<file path="config.mk">
export PLATFORM = sky130hd
export DESIGN_NAME = imem_responder
export DESIGN_NICKNAME = d
export VERILOG_FILES = /design/src/rtl/imem_pkg.sv /design/src/rtl/imem_array.sv /design/src/rtl/imem_responder.sv
export SDC_FILE = /design/constraint.sdc
export NUM_CORES = 2
export LEC_CHECK = 0
export ABC_AREA = 1
export BUFFER_PORTS_ARGS = -buffer_cell sky130_fd_sc_hd__buf_2
export CAP_MARGIN = 40
export CELL_PAD_IN_SITES_DETAIL_PLACEMENT = 1
export CELL_PAD_IN_SITES_GLOBAL_PLACEMENT = 1
export CORE_UTILIZATION = 56
export DETAILED_ROUTE_END_ITERATION = 10
export HOLD_SLACK_MARGIN = 0.06
export PLACE_DENSITY_LB_ADDON = 0.1
export SLEW_MARGIN = 20
export SYNTH_ARGS = -nofsm -noshare
export SYNTH_HDL_FRONTEND = slang
export SYNTH_SLANG_ARGS = --single-unit
</file>
<file path="constraint.sdc">
create_clock -name clk -period 4.27 [get_ports clk]
set_input_delay 0.427 -clock clk [delete_from_list [all_inputs] [get_ports clk]]
set_output_delay 0.427 -clock clk [all_outputs]
set_load 0.005 [all_outputs]
</file>
<file path="src/rtl/imem_pkg.sv">
// rtl/imem_pkg.sv - shared types and constants for the instruction-memory responder
package imem_pkg;

    localparam int INSTR_W = 32;
    localparam int ADDR_W  = 32;
    localparam logic [INSTR_W-1:0] DEF_ERR_WORD = 32'h0000_0000;

    typedef enum logic [1:0] {
        IDLE,
        WAIT,
        RESP
    } imem_state_t;

    // A fetch faults when it is not word aligned or falls past the last stored word.
    function automatic logic addr_fault(input logic [ADDR_W-1:0] addr, input int depth);
        return (addr[1:0] != 2'b00) || (addr >= ADDR_W'(4 * depth));
    endfunction

endpackage

</file>
<file path="src/rtl/imem_array.sv">
// rtl/imem_array.sv - word storage with a synchronous load port and combinational read
module imem_array
    import imem_pkg::*;
#(
    parameter int DEPTH = 64
) (
    input  logic                     clk,
    input  logic                     ld_en,
    input  logic [$clog2(DEPTH)-1:0] ld_addr,
    input  logic [INSTR_W-1:0]       ld_data,
    input  logic [$clog2(DEPTH)-1:0] rd_addr,
    output logic [INSTR_W-1:0]       rd_data
);

    logic [INSTR_W-1:0] mem [DEPTH];

    // Program contents survive reset; only the load port changes them.
    always_ff @(posedge clk) begin
        if (ld_en) begin
            mem[ld_addr] <= ld_data;
        end
    end

    assign rd_data = mem[rd_addr];

endmodule

</file>
<file path="src/rtl/imem_responder.sv">
// rtl/imem_responder.sv - fetch-request responder with wait states, flush and error reporting
module imem_responder
    import imem_pkg::*;
#(
    parameter int                 DEPTH    = 64,
    parameter int                 WAIT_CYC = 1,
    parameter logic [INSTR_W-1:0] ERR_WORD = DEF_ERR_WORD
) (
    input  logic                     clk,
    input  logic                     reset,
    input  logic                     req_valid,
    output logic                     req_ready,
    input  logic [ADDR_W-1:0]        req_addr,
    output logic                     rsp_valid,
    input  logic                     rsp_ready,
    output logic [INSTR_W-1:0]       rsp_data,
    output logic                     rsp_err,
    input  logic                     flush,
    input  logic                     ld_en,
    input  logic [$clog2(DEPTH)-1:0] ld_addr,
    input  logic [INSTR_W-1:0]       ld_data
);

    localparam int AW = $clog2(DEPTH);
    localparam logic [3:0] WAIT_LOAD = (WAIT_CYC > 0) ? 4'(WAIT_CYC - 1) : 4'd0;

    imem_state_t        state;
    imem_state_t        state_next;
    logic [3:0]         cnt;
    logic [3:0]         cnt_next;
    logic [AW-1:0]      addr_q;
    logic               err_q;
    logic               capture;
    logic               load_rsp;
    logic               req_err;
    logic [AW-1:0]      rd_idx;
    logic               rd_err;
    logic [INSTR_W-1:0] rd_data;

    assign req_err = addr_fault(req_addr, DEPTH);

    // With zero wait states RESP is entered on the accept edge, so the live request feeds the read.
    assign rd_idx = (state == IDLE) ? req_addr[2 +: AW] : addr_q;
    assign rd_err = (state == IDLE) ? req_err : err_q;

    imem_array #(
        .DEPTH(DEPTH)
    ) u_array (
        .clk     (clk),
        .ld_en   (ld_en),
        .ld_addr (ld_addr),
        .ld_data (ld_data),
        .rd_addr (rd_idx),
        .rd_data (rd_data)
    );

    always_comb begin
        state_next = state;
        cnt_next   = cnt;
        capture    = 1'b0;
        load_rsp   = 1'b0;
        if (flush) begin
            state_next = IDLE;
            cnt_next   = 4'd0;
        end else begin
            case (state)
                IDLE: begin
                    if (req_valid) begin
                        capture = 1'b1;
                        if (WAIT_CYC > 0) begin
                            state_next = WAIT;
                            cnt_next   = WAIT_LOAD;
                        end else begin
                            state_next = RESP;
                            load_rsp   = 1'b1;
                        end
                    end
                end
                WAIT: begin
                    if (cnt == 4'd0) begin
                        state_next = RESP;
                        load_rsp   = 1'b1;
                    end else begin
                        cnt_next = cnt - 4'd1;
                    end
                end
                RESP: begin
                    if (rsp_ready) begin
                        state_next = IDLE;
                    end
                end
                default: begin
                    state_next = IDLE;
                    cnt_next   = 4'd0;
                end
            endcase
        end
    end

    always_ff @(posedge clk or negedge reset) begin
        if (!reset) begin
            state    <= IDLE;
            cnt      <= 4'd0;
            addr_q   <= '0;
            err_q    <= 1'b0;
            rsp_data <= '0;
            rsp_err  <= 1'b0;
        end else begin
            state <= state_next;
            cnt   <= cnt_next;
            if (capture) begin
                addr_q <= req_addr[2 +: AW];
                err_q  <= req_err;
            end
            // Faulting fetches never take the array word.
            if (load_rsp) begin
                rsp_data <= rd_err ? ERR_WORD : rd_data;
                rsp_err  <= rd_err;
            end
        end
    end

    assign req_ready = (state == IDLE);
    assign rsp_valid = (state == RESP);

endmodule

</file>
# After elaboration in Yosys (flattened, before gate mapping)
# Memories as Yosys holds them, arrays and structs flattened.
# Index checks and enable logic that the tools add are counted.
# word_totals
reg_bits,46
latchBits,0
ramBits,2048
rom_bits,0
in_bits,76
out_inout_bits,35
elab_cells,42
n_memories,1
# memory_table
name,depth,word_bits,read_ports,rd_clocked_by_memory_dff,write_ports,line_no,rtl
u_array.mem,64,32,1,0,1,imem_array.sv:15,logic [INSTR_W-1:0] mem [DEPTH];
# op_classes
addsub,1
multipliers,0
div_mod_pow,0
order_cmp,1
eq_ne,7
shift,0
muxes,20
bitwise,0
n_reduce_logical,6
# op_table
operator,count
">= comparator 32 x 9 -> 1 bit, second input constant",1
2-to-1 mux 32 bit,1
2-to-1 mux 4 bit,3
case mux 4 bit (3 select lines),1
2-to-1 mux 1 bit,9
2-to-1 mux 2 bit,4
2-to-1 mux 6 bit,1
"!= test 3 bit, second input constant",2
case mux 2 bit (3 select lines),1
AND reduction 3 bit,2
logical NOT 4 bit,1
"subtractor 4 x 1 -> 4 bit, second input constant",1
"!= test 3 x 1 -> 1 bit, second input constant",1
"!= test 3 x 2 -> 1 bit, second input constant",1
"== test 2 x 1 -> 1 bit, second input constant",1
"== test 2 bit, second input constant",1
logical NOT 2 bit,1
"!= test 2 x 1 -> 1 bit, second input constant",1
nonzero test 2 bit,1
logical OR 1 bit,1

# Longest topological paths before layout
# logic_depth
word_depth,4
depth_mapped,15

# Modules after synthesis
# A second synthesis with hierarchy kept.
# unflattened
hier_cells,7075
hier_area_um2,84497.3
# by_module_without_submodules
module,n_inst,cells_per_inst,area_each_um2,seq_area_each_um2
imem_array,1,6737,82097.5,61499.0
imem_responder,1,338,2399.8,1151.1

# Least setup slack after synthesis
# Ideal clock, no wire load.
# synth_timing
path_kind,in2reg
from,input port ld_en
to,"memory u_array.mem[48][0], enable pin"
setup_time_ns,0.502
t_arrival_ns,4.055
required_time_ns,3.768
setup_slack_ns,-0.287
stages,3
n_path_buf,1
cell_sequence,clkbuf_1 nand4_1 nor4_1
# synth_between
elab_chain_cells,2
# synth_lines
item,line_no,rtl
from (decl),imem_responder.sv:19,"input logic ld_en,"
2-to-1 mux 1 bit,imem_array.sv:19,if (ld_en) begin
2-to-1 mux 1 bit (not written as such),imem_array.sv:20,mem[ld_addr] <= ld_data;
to (decl),imem_array.sv:15,
# No other way between the ends.

# Worst setup path in the final report
# layout_timing
from,register state[0]
to,register rsp_data[10]
# layout_between
elab_chain_cells,4
# layout_lines
item,line_no,rtl
from (decl),imem_responder.sv:27,imem_state_t state;
from (signal assigned),imem_responder.sv:109,state <= state_next;
logical NOT 2 bit,"imem_responder.sv:43, imem_responder.sv:44, imem_responder.sv:66",
2-to-1 mux 6 bit,imem_responder.sv:43,assign rd_idx = (state == IDLE) ? req_addr[2 +: AW] : addr_q;
memory read (64 x 32 bit),-,
2-to-1 mux 32 bit,imem_responder.sv:117,rsp_data <= rd_err ? ERR_WORD : rd_data;
to (signal assigned),imem_responder.sv:117,
to (decl),imem_responder.sv:16,"output logic [INSTR_W-1:0] rsp_data,"
# Parallel ways exist; a longest one is shown, timed or not.
# A chain may end at the register's enable or synchronous reset.

==> flow_metrics.env <==
export IMPL_hold_violations=0
export IMPL_wl_per_cell_um=31.6
export IMPL_wl_met1_um=107000
export IMPL_hp_start="ld_addr[1]"
export IMPL_start_util_pct=56.7
export IMPL_hpwl_um=159000
export IMPL_async_flop_share_pct=2.20
export IMPL_drc=0
export IMPL_cts_buffer_depth=3
export IMPL_dr_wl_met2_um=136000
export IMPL_die_x_um=390
export IMPL_post_cts_buffers=0
export IMPL_vias=60600
export IMPL_dieHeight_um=390
export IMPL_synthCells=6878
export IMPL_synth_nets=6956
export IMPL_placement_io_buffers=110
export IMPL_cts_made_buffers=211
export IMPL_clk_pin_slew_ps=70
export IMPL_whs_ps=76.6
export IMPL_synth_top_area_share_pct=73.0
export IMPL_netlist_top_cells_count="nand3_1 (2249), edfxtp_1 (2048), nand2_1 (1913), buf_2 (300), clkbuf_1 (87)"
export IMPL_cts_sinks=2094
export IMPL_track_usage_pct=38.1
export IMPL_top_layer="met5"
export IMPL_avgSynthCellArea_um2=12.2
export IMPL_clockRootBuffer="clkbuf_16"
export IMPL_placementRows=141
export IMPL_reg2reg_depth=12
export IMPL_p_int_uw=37300
export IMPL_crit_reg2reg_launch="state[0]"
export IMPL_core_um2=149000
export IMPL_setup_ws_ps=481
export IMPL_worstPathRequired_ps=5050
export IMPL_power_density_nw_per_um2=609
export IMPL_yosys_warnings=0
export IMPL_pwr_share_seq_pct=40.2
export IMPL_ir_drop_mv=0.543
export IMPL_grt_max_degree=112
export IMPL_pwr_share_comb_pct=29.2
export IMPL_drv_cap=0
export IMPL_hold_path_class="primary input to flop"
export IMPL_drive_above_1_share_pct=10.3
export IMPL_synth_edff_count=2048
export IMPL_area_growth_pct=12.8
export IMPL_ys_seq_area_share_pct=74.4
export IMPL_nets=7093
export IMPL_worstSetupStartpointType="flop"
export IMPL_tightest_slew_ps=911
export IMPL_yosys_area_top_type="edfxtp_1"
export IMPL_routabilityCongestion=0.865
export IMPL_antenna_found_initial=16
export IMPL_cp_startpoint="state[0]"
export IMPL_drtIter0Drc=7822
export IMPL_grt_pass1_wl_um=419000
export IMPL_clock_fmax_mhz=264
export IMPL_grt_overflow_total=0
export IMPL_synth_flop_cell="edfxtp_1"
export IMPL_yosysMostFrequentCell="nand3_1"
export IMPL_worst_clock_skew_ps=37.3
export IMPL_p_sw_uw=20500
export IMPL_cp_end_kind="flop"
export IMPL_outcome="finished, final reports clean"
export IMPL_synth_area_leaders="edfxtp_1 (73%), nand3_1 (13%), nand2_1 (8.5%), buf_2 (1.8%), dfrtp_1 (1.4%)"
export IMPL_wl_met3_um=31400
export IMPL_crit_type="flop to flop"
export IMPL_cp_arrival_ps=4570
export IMPL_ys_ff_latch=2094
export IMPL_crit_path_max_fanout=58
export IMPL_ant_nets=0
export IMPL_max_slew_margin_pct=39.2
export IMPL_finalSetupViolations=0
export IMPL_via_per_inst=6.59
export IMPL_synth_area_um2=84200
export IMPL_firstDrtPassIters=6
export IMPL_slew_viol_final=0
export IMPL_wl_um=290000
export IMPL_grt_pass1_vias=63100
export IMPL_yosysUniqueCellTypes=29
export IMPL_rsz0062_at_grt="false"
export IMPL_cts_tree="done"
export IMPL_period_needed_ps=3790
export IMPL_ioPinCount=111
export IMPL_p_leak_uw=0.0331
export IMPL_post_route_period_util_pct=88.7
export IMPL_reg2reg_slack_ps=480
export IMPL_fin_setup_tns_ps=0
export IMPL_p_sw_share_pct=35.5
export IMPL_pwr_share_clk_pct=30.6
export IMPL_endpoint="rsp_data[10]"
export IMPL_die_area_um2=152000
export IMPL_htree_levels=4
export IMPL_clk_latency_ps=850
export IMPL_finalPower_uw=57900
export IMPL_pre_cts_ws_ps=671
export IMPL_regToRegEndpoint="rsp_data[10]"
-- worst min path at each step --
stage | to | slack [ps] | depth (start not counted)
6_report | u_array.mem[53][2] | 80 | 2
5_1_grt | u_array.mem[53][2] | 80 | 2
4_1_cts | u_array.mem[63][20] | 70 | 1
3_5_place_dp | addr_q[2] | 420 | 1
3_3_place_gp | addr_q[2] | 420 | 1
2_1_floorplan | addr_q[0] | 130 | 0
-- registers in the layout (all words and copies together), names as in the netlist --
register and cells:
cnt 4, state 2, rsp_data 32, rsp_err 1, u_array.mem 2048, addr_q 6
err_q 1
-- power groups by stage --
| stage | combinational [uW] | sequential, uW | clock [uW] |
|---|---|---|---|
| 2_1_floorplan | 10000 | 23400 | 0 |
| 4_1_cts | 16700 | 23200 | 17800 |
| 3_5_place_dp | 16400 | 23700 | 0 |
| 3_3_place_gp | 15700 | 23700 | 0 |
| 6_report | 16900 | 23300 | 17700 |
| 5_1_grt | 18000 | 23300 | 18400 |
-- cell type report --
cell class              instances  area [um2]
clock inverters               100         689
flip-flops and latches       2094       62700
diodes                          5        12.5
well taps                    2002        2500
clock buffers                 284        5770
multi-input cells            4279       19600
fillers                     14500       53600
repair buffers                399        3610
inverters                      30         126
-- worst max-delay path: stages (launching register included) --
cell	delay, ps
dfrtp_1	440
nor2_4	450
nand2_4	180
nand2_8	460
buf_4	650
nand2_1	120
nand3_1	130
nand3_1	90
nand3_1	100
nand3_1	340
nand3_1	390
nand3_1	170
nand2_1	100
-- metal layers --
metal  global-route usage, %  vias up
met5                       0        -
met4                    19.0       16
li1                        -    25100
met2                    60.7     3790
met3                    7.78      830
met1                    50.3    30800
-- cells by family after synthesis --
logic type,after synthesis,share of synthesized area (%)
buf+inv,505,3.03
compound gates,19,0.135
flops,2094,74.4
xor+xnor,1,0.0104
simple gates,4257,22.4
fa+ha+maj,2,0.0297
-- stage by stage --
| step | utilization (%) | area, um2 | instances |
|---|---|---|---|
| 3_5_place_dp | 59.4 | 88300 | 8782 |
| 3_3_place_gp | 59.2 | 88000 | 8765 |
| 4_1_cts | 63.9 | 95000 | 9186 |
| 6_report | 63.9 | 95000 | 9193 |
| 2_1_floorplan | - | 84200 | 6878 |
| 5_1_grt | 63.9 | 95000 | 9189 |
-- layout by cell type (no fill, tap or decap), drive strengths merged --
cell / n
nand3: 2249
edfxtp: 2048
nand2: 1917
buf: 379
clkbuf: 284
clkinv: 88
nor2: 63
dfrtp: 46
inv: 32
dlygate4sd3: 20
o21ai: 15
nor4: 14
nand4: 10
bufinv: 9
diode: 5
nor3: 3
ha: 2
a21oi: 1
xor2: 1
o22ai: 1
o21bai: 1
nor3b: 1
o41ai: 1
clkinvlp: 1
-- repair_timing --
item / in CTS / in global routing
hold buffers: 20 / 0
resized for setup: 0 / 0
endpoints found under the hold margin: 56 / 0
Power figures use the tool's default switching activity.
